File: config.mk
export PLATFORM = sky130hd
export DESIGN_NAME = imem_loader
export DESIGN_NICKNAME = d
export VERILOG_FILES = /design/src/rtl/imem_loader_pkg.sv /design/src/rtl/imem_loader_byte_packer.sv /design/src/rtl/imem_loader.sv
export SDC_FILE = /design/constraint.sdc
export NUM_CORES = 1
export LEC_CHECK = 0
export CAP_MARGIN = 20
export CORE_MARGIN = 8
export CORE_UTILIZATION = 55
export DETAILED_ROUTE_END_ITERATION = 8
export PLACE_DENSITY = 0.84
export SLEW_MARGIN = 20
export SYNTH_ARGS = -nofsm -noshare
export SYNTH_HDL_FRONTEND = slang
export SYNTH_SLANG_ARGS = --single-unit
File: constraint.sdc
create_clock -name clk -period 5.6 [get_ports clk]
set_input_delay 1.12 -clock clk [delete_from_list [all_inputs] [get_ports clk]]
set_output_delay 1.12 -clock clk [all_outputs]
set_load 0.005 [all_outputs]
File: src/rtl/imem_loader_pkg.sv
// Shared types and constants for the instruction-memory loader.
package imem_loader_pkg;

  // Loader session states.
  typedef enum logic [1:0] {
    IDLE  = 2'd0,
    RECV  = 2'd1,
    WRITE = 2'd2,
    DONE  = 2'd3
  } state_t;

  // Bytes assembled into one instruction word.
  localparam int BYTES_PER_WORD = 4;

endpackage : imem_loader_pkg

File: src/rtl/imem_loader_byte_packer.sv
// Little-endian byte-to-word assembler: collects four stream bytes and
// presents the completed word in the same cycle the fourth byte is accepted.
module imem_loader_byte_packer
  import imem_loader_pkg::*;
(
  input  logic        clk,
  input  logic        rst_n,
  input  logic        i_clear,
  input  logic        i_valid,
  input  logic [7:0]  i_byte,
  output logic        o_word_valid,
  output logic [31:0] o_word
);

  logic [1:0]  r_cnt;
  logic [23:0] r_shift;

  // Byte counter and partial-word register; both stay put while i_valid is low.
  always_ff @(posedge clk) begin
    // NOTE: sequential state uses non-blocking assignments so every register
    // samples its inputs from before the edge, independent of statement order.
    // NOTE: this is a tiny datapath register, not a memory, so it is cleared
    // on reset; discarding a partial word on reset relies on that.
    if (!rst_n || i_clear) begin
      r_cnt   <= '0;
      r_shift <= '0;
    end else if (i_valid) begin
      r_cnt   <= r_cnt + 2'd1;
      // Newest byte enters at the top; after three bytes byte 0 sits in [7:0].
      r_shift <= {i_byte, r_shift[23:8]};
    end
  end

  // The fourth byte completes the word directly from the input, so the FSM
  // can register it on the same edge that accepts that byte.
  assign o_word_valid = i_valid && (r_cnt == 2'(BYTES_PER_WORD - 1));
  assign o_word       = {i_byte, r_shift};

endmodule : imem_loader_byte_packer

File: src/rtl/imem_loader.sv
// Streams host bytes into the instruction memory as 32-bit words while
// holding the core off via busy.
module imem_loader
  import imem_loader_pkg::*;
#(
  parameter int DEPTH  = 1024,
  parameter int ADDR_W = 10,
  parameter int LEN_W  = 16
) (
  input  logic              clk,
  input  logic              rst_n,
  input  logic              start,
  input  logic [LEN_W-1:0]  len,
  input  logic [7:0]        s_data,
  input  logic              s_valid,
  output logic              s_ready,
  output logic              im_we,
  output logic [ADDR_W-1:0] im_waddr,
  output logic [31:0]       im_wdata,
  output logic              busy,
  output logic              done,
  output logic              err,
  output logic [31:0]       checksum
);

  state_t              r_state;
  logic                r_s_ready;
  logic                r_im_we;
  logic [ADDR_W-1:0]   r_im_waddr;
  logic [31:0]         r_im_wdata;
  logic                r_busy;
  logic                r_done;
  logic                r_err;
  logic [31:0]         r_checksum;
  logic [ADDR_W:0]     r_word_cnt;
  logic [ADDR_W:0]     r_len;

  logic                w_start_acc;
  logic                w_byte_acc;
  logic                w_len_zero;
  logic                w_len_too_big;
  logic [ADDR_W:0]     w_cnt_next;
  logic                w_word_valid;
  logic [31:0]         w_word;

  // Start is honoured only between sessions; len is sampled on that edge only.
  assign w_start_acc   = start && ((r_state == IDLE) || (r_state == DONE));
  assign w_byte_acc    = s_valid && r_s_ready;
  assign w_len_zero    = (len == '0);
  assign w_len_too_big = (32'(len) > 32'(DEPTH));
  assign w_cnt_next    = r_word_cnt + 1'b1;

  imem_loader_byte_packer u_packer (
    .clk          (clk),
    .rst_n        (rst_n),
    .i_clear      (w_start_acc),
    .i_valid      (w_byte_acc),
    .i_byte       (s_data),
    .o_word_valid (w_word_valid),
    .o_word       (w_word)
  );

  // Session FSM with registered outputs, word counter and running checksum.
  always_ff @(posedge clk) begin
    if (!rst_n) begin
      r_state    <= IDLE;
      r_s_ready  <= 1'b0;
      r_im_we    <= 1'b0;
      r_im_waddr <= '0;
      r_im_wdata <= '0;
      r_busy     <= 1'b0;
      r_done     <= 1'b0;
      r_err      <= 1'b0;
      r_checksum <= '0;
      r_word_cnt <= '0;
      r_len      <= '0;
    end else begin
      case (r_state)
        IDLE, DONE: begin
          if (w_start_acc) begin
            r_word_cnt <= '0;
            r_checksum <= '0;
            r_err      <= 1'b0;
            r_done     <= 1'b0;
            if (w_len_zero) begin
              r_state <= DONE;
              r_done  <= 1'b1;
            end else if (w_len_too_big) begin
              r_state <= DONE;
              r_done  <= 1'b1;
              r_err   <= 1'b1;
            end else begin
              r_state   <= RECV;
              r_len     <= len[ADDR_W:0];
              r_s_ready <= 1'b1;
              r_busy    <= 1'b1;
            end
          end
        end
        RECV: begin
          if (w_word_valid) begin
            r_state    <= WRITE;
            r_s_ready  <= 1'b0;
            r_im_we    <= 1'b1;
            r_im_waddr <= r_word_cnt[ADDR_W-1:0];
            r_im_wdata <= w_word;
          end
        end
        WRITE: begin
          r_im_we    <= 1'b0;
          r_checksum <= r_checksum ^ r_im_wdata;
          r_word_cnt <= w_cnt_next;
          if (w_cnt_next == r_len) begin
            r_state <= DONE;
            r_done  <= 1'b1;
            r_busy  <= 1'b0;
          end else begin
            r_state   <= RECV;
            r_s_ready <= 1'b1;
          end
        end
        default: begin
          r_state <= IDLE;
        end
      endcase
    end
  end

  assign s_ready  = r_s_ready;
  assign im_we    = r_im_we;
  assign im_waddr = r_im_waddr;
  assign im_wdata = r_im_wdata;
  assign busy     = r_busy;
  assign done     = r_done;
  assign err      = r_err;
  assign checksum = r_checksum;

endmodule : imem_loader

==> impl_metrics.env, run 1 <==
export IMPL_p_clk_share_pct=45.0
export IMPL_drive_gt1_share_pct=6.892
export IMPL_grt_use_total_pct=20.85
export IMPL_core_um2=9639
export IMPL_r2r_slack_ns=3.04
export IMPL_antenna_cells=0
export IMPL_swShare_pct=28.05
export IMPL_ys_types=50
export IMPL_yosysWarningCount=0
export IMPL_clk_latency_ns=0.52
export IMPL_synth_area_per_cell_um2=8.484
export IMPL_rsz0062_at_grt="no"
export IMPL_vdd_drop_max_mv=0.1946
export IMPL_grt_pass1_vias=4537
export IMPL_via_count=4597
export IMPL_final_antenna_net_count=0
export IMPL_p_switching_uw=680.8
export IMPL_cts_setup_buffers=0
export IMPL_vias_per_cell=5.266
export IMPL_worstPathArrival_ns=3.38
export IMPL_slew_limit_headroom_pct=42.64
export IMPL_finalHoldViolations=0
export IMPL_finClkSkew_ns=0.009202
export IMPL_cts_htree_levels=4
export IMPL_status="finished, final reports clean"
export IMPL_finalMaxSlewViolations=0
export IMPL_timing_final_crit_share_pct=53.05
export IMPL_start_util_pct=55.80
export IMPL_power_frac_comb_pct=15.0
export IMPL_worstMarginPinSlew_ns=0.8603
export IMPL_gp_congestion=0.8463
export IMPL_io_pins=107
export IMPL_critPathMaxFanout=14
export IMPL_critPathKind="in2reg"
export IMPL_drtIter0Drc=253
export IMPL_cts_resized=0
export IMPL_routedWlPerCell_um=15.57
export IMPL_syn_to_final_growth_pct=31.22
export IMPL_final_core_util_pct=73.22
export IMPL_routed_wirelength_mm=13.60
export IMPL_period_needed_ns=2.971
export IMPL_hold_buffers=0
export IMPL_synth_edf_count=0
export IMPL_synth_area_um2=5379
export IMPL_drt_pass1_iterations=5
export IMPL_cts_buffers_inserted=17
export IMPL_rows=36
export IMPL_slowest_stage="nand3_1"
export IMPL_synthCells=634
export IMPL_setup_viol_count_final=0
export IMPL_hp_class="reg2reg"
export IMPL_cts_tree="done"
export IMPL_worstSetupEndpointType="flop"
export IMPL_crit_chain="clkdlybuf4s50_1 -> nor4_1 -> nand3_1 -> xor2_1 -> nand3_1 -> o221ai_1 -> a21oi_1"
export IMPL_fin_nets=760
export IMPL_antenna_found_initial=0
export IMPL_die_area_um2=13200
export IMPL_grt_pass1_wl_mm=21.98
export IMPL_clkTransAtPathRegs_ns=0.06
export IMPL_cts_root_buffer="clkbuf_8"
export IMPL_clockBufferDepth=2
export IMPL_syn_nets=667
export IMPL_layout_common_cells="nand2_1, dfxtp_1, clkdlybuf4s50_1"
export IMPL_grt_overflow_total=0
export IMPL_drc=0
export IMPL_regArea_um2=2582
export IMPL_powerDensity_nw_per_um2=343.9
export IMPL_leakagePower_uw=0.002524
export IMPL_cp_slowest_stage_delay_ns=0.61
export IMPL_die_h_um=114.9
export IMPL_p_int_uw=1747
export IMPL_crit_top_cell="nand3_1"
export IMPL_layout_commonest_cell="nand2_1"
export IMPL_max_freq_mhz=336.6
export IMPL_synth_seq_area_share_pct=48.01
export IMPL_grt_start_max_net_pins=56
export IMPL_start_kind="primary input"
export IMPL_critPathRequiredTime_ns=6.00
export IMPL_cap_violations=0
export IMPL_cts_sinks=129
export IMPL_nFillCells=711
export IMPL_seqPwrFrac_pct=40.0
export IMPL_fin_setup_tns_ns=0
export IMPL_ys_ff_latch=129
export IMPL_synth_ff_type="dfxtp_1"
export IMPL_hpwl_mm=9.555
export IMPL_die_w_um=114.9
export IMPL_io_buffer_count=106
export IMPL_async_flop_share_pct=0
export IMPL_multiInputGateArea_um2=2591
[power groups by stage]
| stage | Clock (µW) | Combinational [µW] | Sequential (µW) |
|---|---|---|---|
| after global routing | 1140 | 400 | 974 |
| after CTS | 1100 | 364 | 970 |
| after detailed placement | 0 | 362 | 990 |
| after floorplan | 0 | 242 | 984 |
| final | 1090 | 364 | 971 |
| after global placement | 0 | 349 | 987 |
[synthesized netlist by cell type (2+ instances only)]
cell | instances | area share, %
nand2_1 | 177 | 12
nor3_1 | 8 | 0.74
o21ai_0 | 12 | 1.1
buf_6 | 5 | 1.0
a22oi_1 | 3 | 0.42
inv_1 | 7 | 0.49
mux2i_1 | 11 | 2.0
xnor2_1 | 10 | 1.6
buf_2 | 2 | 0.19
ha_1 | 5 | 1.2
nand4_1 | 4 | 0.47
o21a_1 | 4 | 0.56
a21oi_1 | 34 | 3.2
a21boi_0 | 46 | 6.4
nor2b_1 | 17 | 2.0
a31oi_1 | 2 | 0.23
nand3_1 | 8 | 0.74
clkbuf_1 | 30 | 2.1
nor2_1 | 44 | 3.1
o221ai_1 | 2 | 0.33
xor2_1 | 39 | 6.4
o21ai_1 | 2 | 0.19
and3_1 | 3 | 0.35
nor4_1 | 3 | 0.35
and2_1 | 3 | 0.35
dfxtp_1 | 129 | 48
[worst paths after layout]
path | startpoint | endpoint | cells past startpoint
min reg2reg | u_packer.r_shift[6] | u_packer.r_shift[6] | 2
max | len[0] | r_state[1] | 7
max reg2reg | r_state[0] | r_word_cnt[2] | 9
min | u_packer.r_shift[6] | u_packer.r_shift[6] | 2
[kinds of logic (layout without fill, tap and decap cells)]
logic type / after synthesis / in the layout / synth area share [%]
AND/OR/NAND/NOR: 277 / 277 / 22.03
multiplexers: 11 / 11 / 2.047
buffers and inverters: 45 / 151 / 3.955
adder cells (fa/ha/maj): 5 / 5 / 1.163
XOR/XNOR: 49 / 49 / 7.979
AO/OA/AOI/OAI: 118 / 118 / 14.82
flip-flops: 129 / 129 / 48.01
[state kept, by name (all words and copies together) (netlist names)]
name / cells
done: 1
u_packer.r_cnt: 2
checksum: 32
im_wdata: 32
s_ready: 1
r_word_cnt: 11
u_packer.r_shift: 24
busy: 1
im_waddr: 10
im_we: 1
r_state: 2
r_len: 11
err: 1
[area by class of cell]
cell class                 count  area share [%]
multi-input combinational    460           36.71
sequential                   129           36.59
timing repair buffer         112           15.60
clock buffer                  19           6.116
tap                          133           2.358
clock inverter                13           2.251
inverter                       7          0.3723
[worst max-delay path: cells and delay by family]
kind                      cells  cell delay, ns
xor gates and xnor gates      1            0.20
and+or+nand+nor               3            1.14
buffers and inverters         1            0.42
AOI/OAI and AO/OA             2            0.48
[through the flow]
stage	cells	total power [µW]	setup WS, ns	hold slack, ns	area, µm²
after floorplan	634	1225	2.988	0.4366	5379
after global placement	841	1336	2.216	0.4444	6467
after detailed placement	841	1352	2.138	0.4527	6467
after CTS	873	2435	2.674	0.4603	7058
after global routing	873	2515	2.481	0.4872	7058
final	873	2428	2.629	0.4603	7058
[layer usage]
layer	share of wire, %	vias up	track usage, %	wire (µm)
li1	-	2279	-	-
met1	40	2156	22.22	5423
met2	52	141	38.11	7082
met3	6.3	21	6.040	862
met4	1.7	0	7.618	227
met5	0	-	0	0
Note: power is estimated with default switching activity, not from simulation.
==> inputs of run 2 (changes only) <==
--- a/config.mk
+++ b/config.mk
@@ -7,9 +7,9 @@
 export LEC_CHECK = 0
 export CAP_MARGIN = 20
 export CORE_MARGIN = 8
-export CORE_UTILIZATION = 55
+export CORE_UTILIZATION = 46
 export DETAILED_ROUTE_END_ITERATION = 8
-export PLACE_DENSITY = 0.84
+export PLACE_DENSITY = 0.75
 export SLEW_MARGIN = 20
 export SYNTH_ARGS = -nofsm -noshare
 export SYNTH_HDL_FRONTEND = slang
==> constraint.sdc (replaced) <==
create_clock -name clk -period 2.64 [get_ports clk]
set_input_delay 0.528 -clock clk [delete_from_list [all_inputs] [get_ports clk]]
set_output_delay 0.528 -clock clk [all_outputs]
set_load 0.005 [all_outputs]
==> run 2 against run 1 <==
Against the previous run:
- count of clock-buffer cells in the layout rose by 1
- sequential share of layout area fell by 0.40 points
- via count fell by 0.94%
- largest cell class unchanged
==> impl_metrics.env, run 2 (synthesized netlist as in run 1, its figures left out) <==
export IMPL_drt_pass1_iterations=4
export IMPL_slew_limit_headroom_pct=45.17
export IMPL_clk_latency_ns=0.42
export IMPL_status="finished, final reports clean"
export IMPL_critPathRequiredTime_ns=2.95
export IMPL_leakagePower_uw=0.002559
export IMPL_vdd_drop_max_mv=0.5667
export IMPL_start_kind="flop"
export IMPL_antenna_cells=0
export IMPL_fin_nets=766
export IMPL_die_h_um=124.1
export IMPL_r2r_end="busy"
export IMPL_placed_cells=857
export IMPL_rsz0062_at_grt="no"
export IMPL_io_buffer_count=106
export IMPL_routedWlPerCell_um=15.27
export IMPL_clkTransAtPathRegs_ns=0.05
export IMPL_hpwl_mm=9.721
export IMPL_cts_setup_buffers=0
export IMPL_hold_buffers=0
export IMPL_powerDensity_nw_per_um2=718.1
export IMPL_rows=39
export IMPL_clockBufferDepth=2
export IMPL_layout_cells_non_filler=889
export IMPL_fin_setup_tns_ns=0
export IMPL_syn_to_final_growth_pct=32.68
export IMPL_io_pins=107
export IMPL_die_area_um2=15410
export IMPL_grt_use_total_pct=18.21
export IMPL_die_w_um=124.1
export IMPL_timing_final_crit_share_pct=89.49
export IMPL_grt_overflow_total=0
export IMPL_start_util_pct=47.11
export IMPL_worstMarginPinSlew_ns=0.8205
export IMPL_cts_resized=0
export IMPL_grt_start_max_net_pins=43
export IMPL_cts_root_buffer="clkbuf_16"
export IMPL_cts_buffers_inserted=17
export IMPL_worstPathArrival_ns=2.67
export IMPL_vias_per_cell=5.123
export IMPL_grt_pass1_wl_mm=22.18
export IMPL_final_area_um2=7137
export IMPL_finalHoldViolations=0
export IMPL_cts_tree="done"
export IMPL_drtIter0Drc=239
export IMPL_final_antenna_net_count=0
export IMPL_setup_viol_count_final=0
export IMPL_max_freq_mhz=423.3
export IMPL_reg2reg_depth=8
export IMPL_r2r_slack_ns=0.28
export IMPL_via_count=4554
export IMPL_grt_pass1_vias=4549
export IMPL_timing_critical_path_from="r_word_cnt[0]"
export IMPL_hp_class="reg2reg"
export IMPL_drc=0
export IMPL_whs_ns=0.4612
export IMPL_rr_startpoint="r_word_cnt[0]"
export IMPL_layout_commonest_cell="nand2_1"
export IMPL_critPathKind="reg2reg"
export IMPL_routed_wirelength_mm=13.58
export IMPL_worstSetupEndpointType="flop"
export IMPL_finalMaxSlewViolations=0
export IMPL_drive_gt1_share_pct=7.775
export IMPL_gp_congestion=0.8724
export IMPL_cap_violations=0
export IMPL_period_needed_ns=2.362
export IMPL_endpoint="busy"
export IMPL_finClkSkew_ns=0.008089
export IMPL_cts_htree_levels=4
export IMPL_layout_common_cells="nand2_1, dfxtp_1, clkdlybuf4s50_1"
export IMPL_critPathMaxFanout=8
export IMPL_antenna_found_initial=0
export IMPL_core_um2=11420
export IMPL_dpl_cell_area_um2=6563
export IMPL_cts_sinks=129
[run 2: cell count changes in the layout (fill, tap and decap cells not counted)]
cell,before,now
buf_12,0,3
buf_4,6,9
bufinv_16,3,1
clkbuf_1,1,0
clkbuf_16,16,17
clkbuf_8,2,3
clkinv_4,1,2
[run 2: critical path: stages, from the launching register on]
cell and delay, ns:
dfxtp_1 0.38, ha_1 0.30, and3_2 0.27, and2_2 0.22
o311ai_2 0.28, nand4_1 0.16, nor3_1 0.32, a21boi_1 0.13
o21a_1 0.19
[run 2: worst min path at each step]
| stage | startpoint | end | slack [ns] | cells past startpoint |
|---|---|---|---|---|
| 5_1_grt | u_packer.r_shift[4] | u_packer.r_shift[4] | 0.48 | 2 |
| 4_1_cts | u_packer.r_shift[4] | u_packer.r_shift[4] | 0.46 | 2 |
| 2_1_floorplan | u_packer.r_shift[0] | u_packer.r_shift[0] | 0.44 | 2 |
| 6_report | u_packer.r_shift[5] | u_packer.r_shift[5] | 0.46 | 2 |
| 3_3_place_gp | u_packer.r_shift[2] | u_packer.r_shift[2] | 0.45 | 2 |
| 3_5_place_dp | u_packer.r_shift[4] | u_packer.r_shift[4] | 0.45 | 2 |
[run 2: power breakdown]
group	internal, µW	switching (µW)
clock	1370	862
sequential	2000	54.4
combinational	286	550
total	3660	1470
[run 2: layer usage]
layer | vias to the layer above | wire (µm) | global-route usage, %
met4 | 0 | 136 | 7.509
met3 | 11 | 838 | 5.848
li1 | 2289 | - | -
met1 | 2159 | 5576 | 20.24
met2 | 95 | 7025 | 31.53
met5 | - | 0 | 0
[run 2: per-stage QoR]
step                      util (%)  total power, µW  setup slack (ns)
final                        62.50             5125            0.2776
after global routing         62.50             5357            0.1158
after CTS                    62.50             5177            0.2613
after detailed placement     57.47             2936            0.1903
after global placement       57.47             2902            0.3106
after floorplan                  -             2599            0.5586
[run 2: cell type report]
class | count | area (µm²)
tap | 143 | 178.9
timing repair buffer | 118 | 1184
fill | 984 | 4282
clock buffer | 20 | 466.7
inverter | 7 | 26.28
sequential | 129 | 2582
clock inverter | 12 | 107.6
multi-input combinational | 460 | 2591
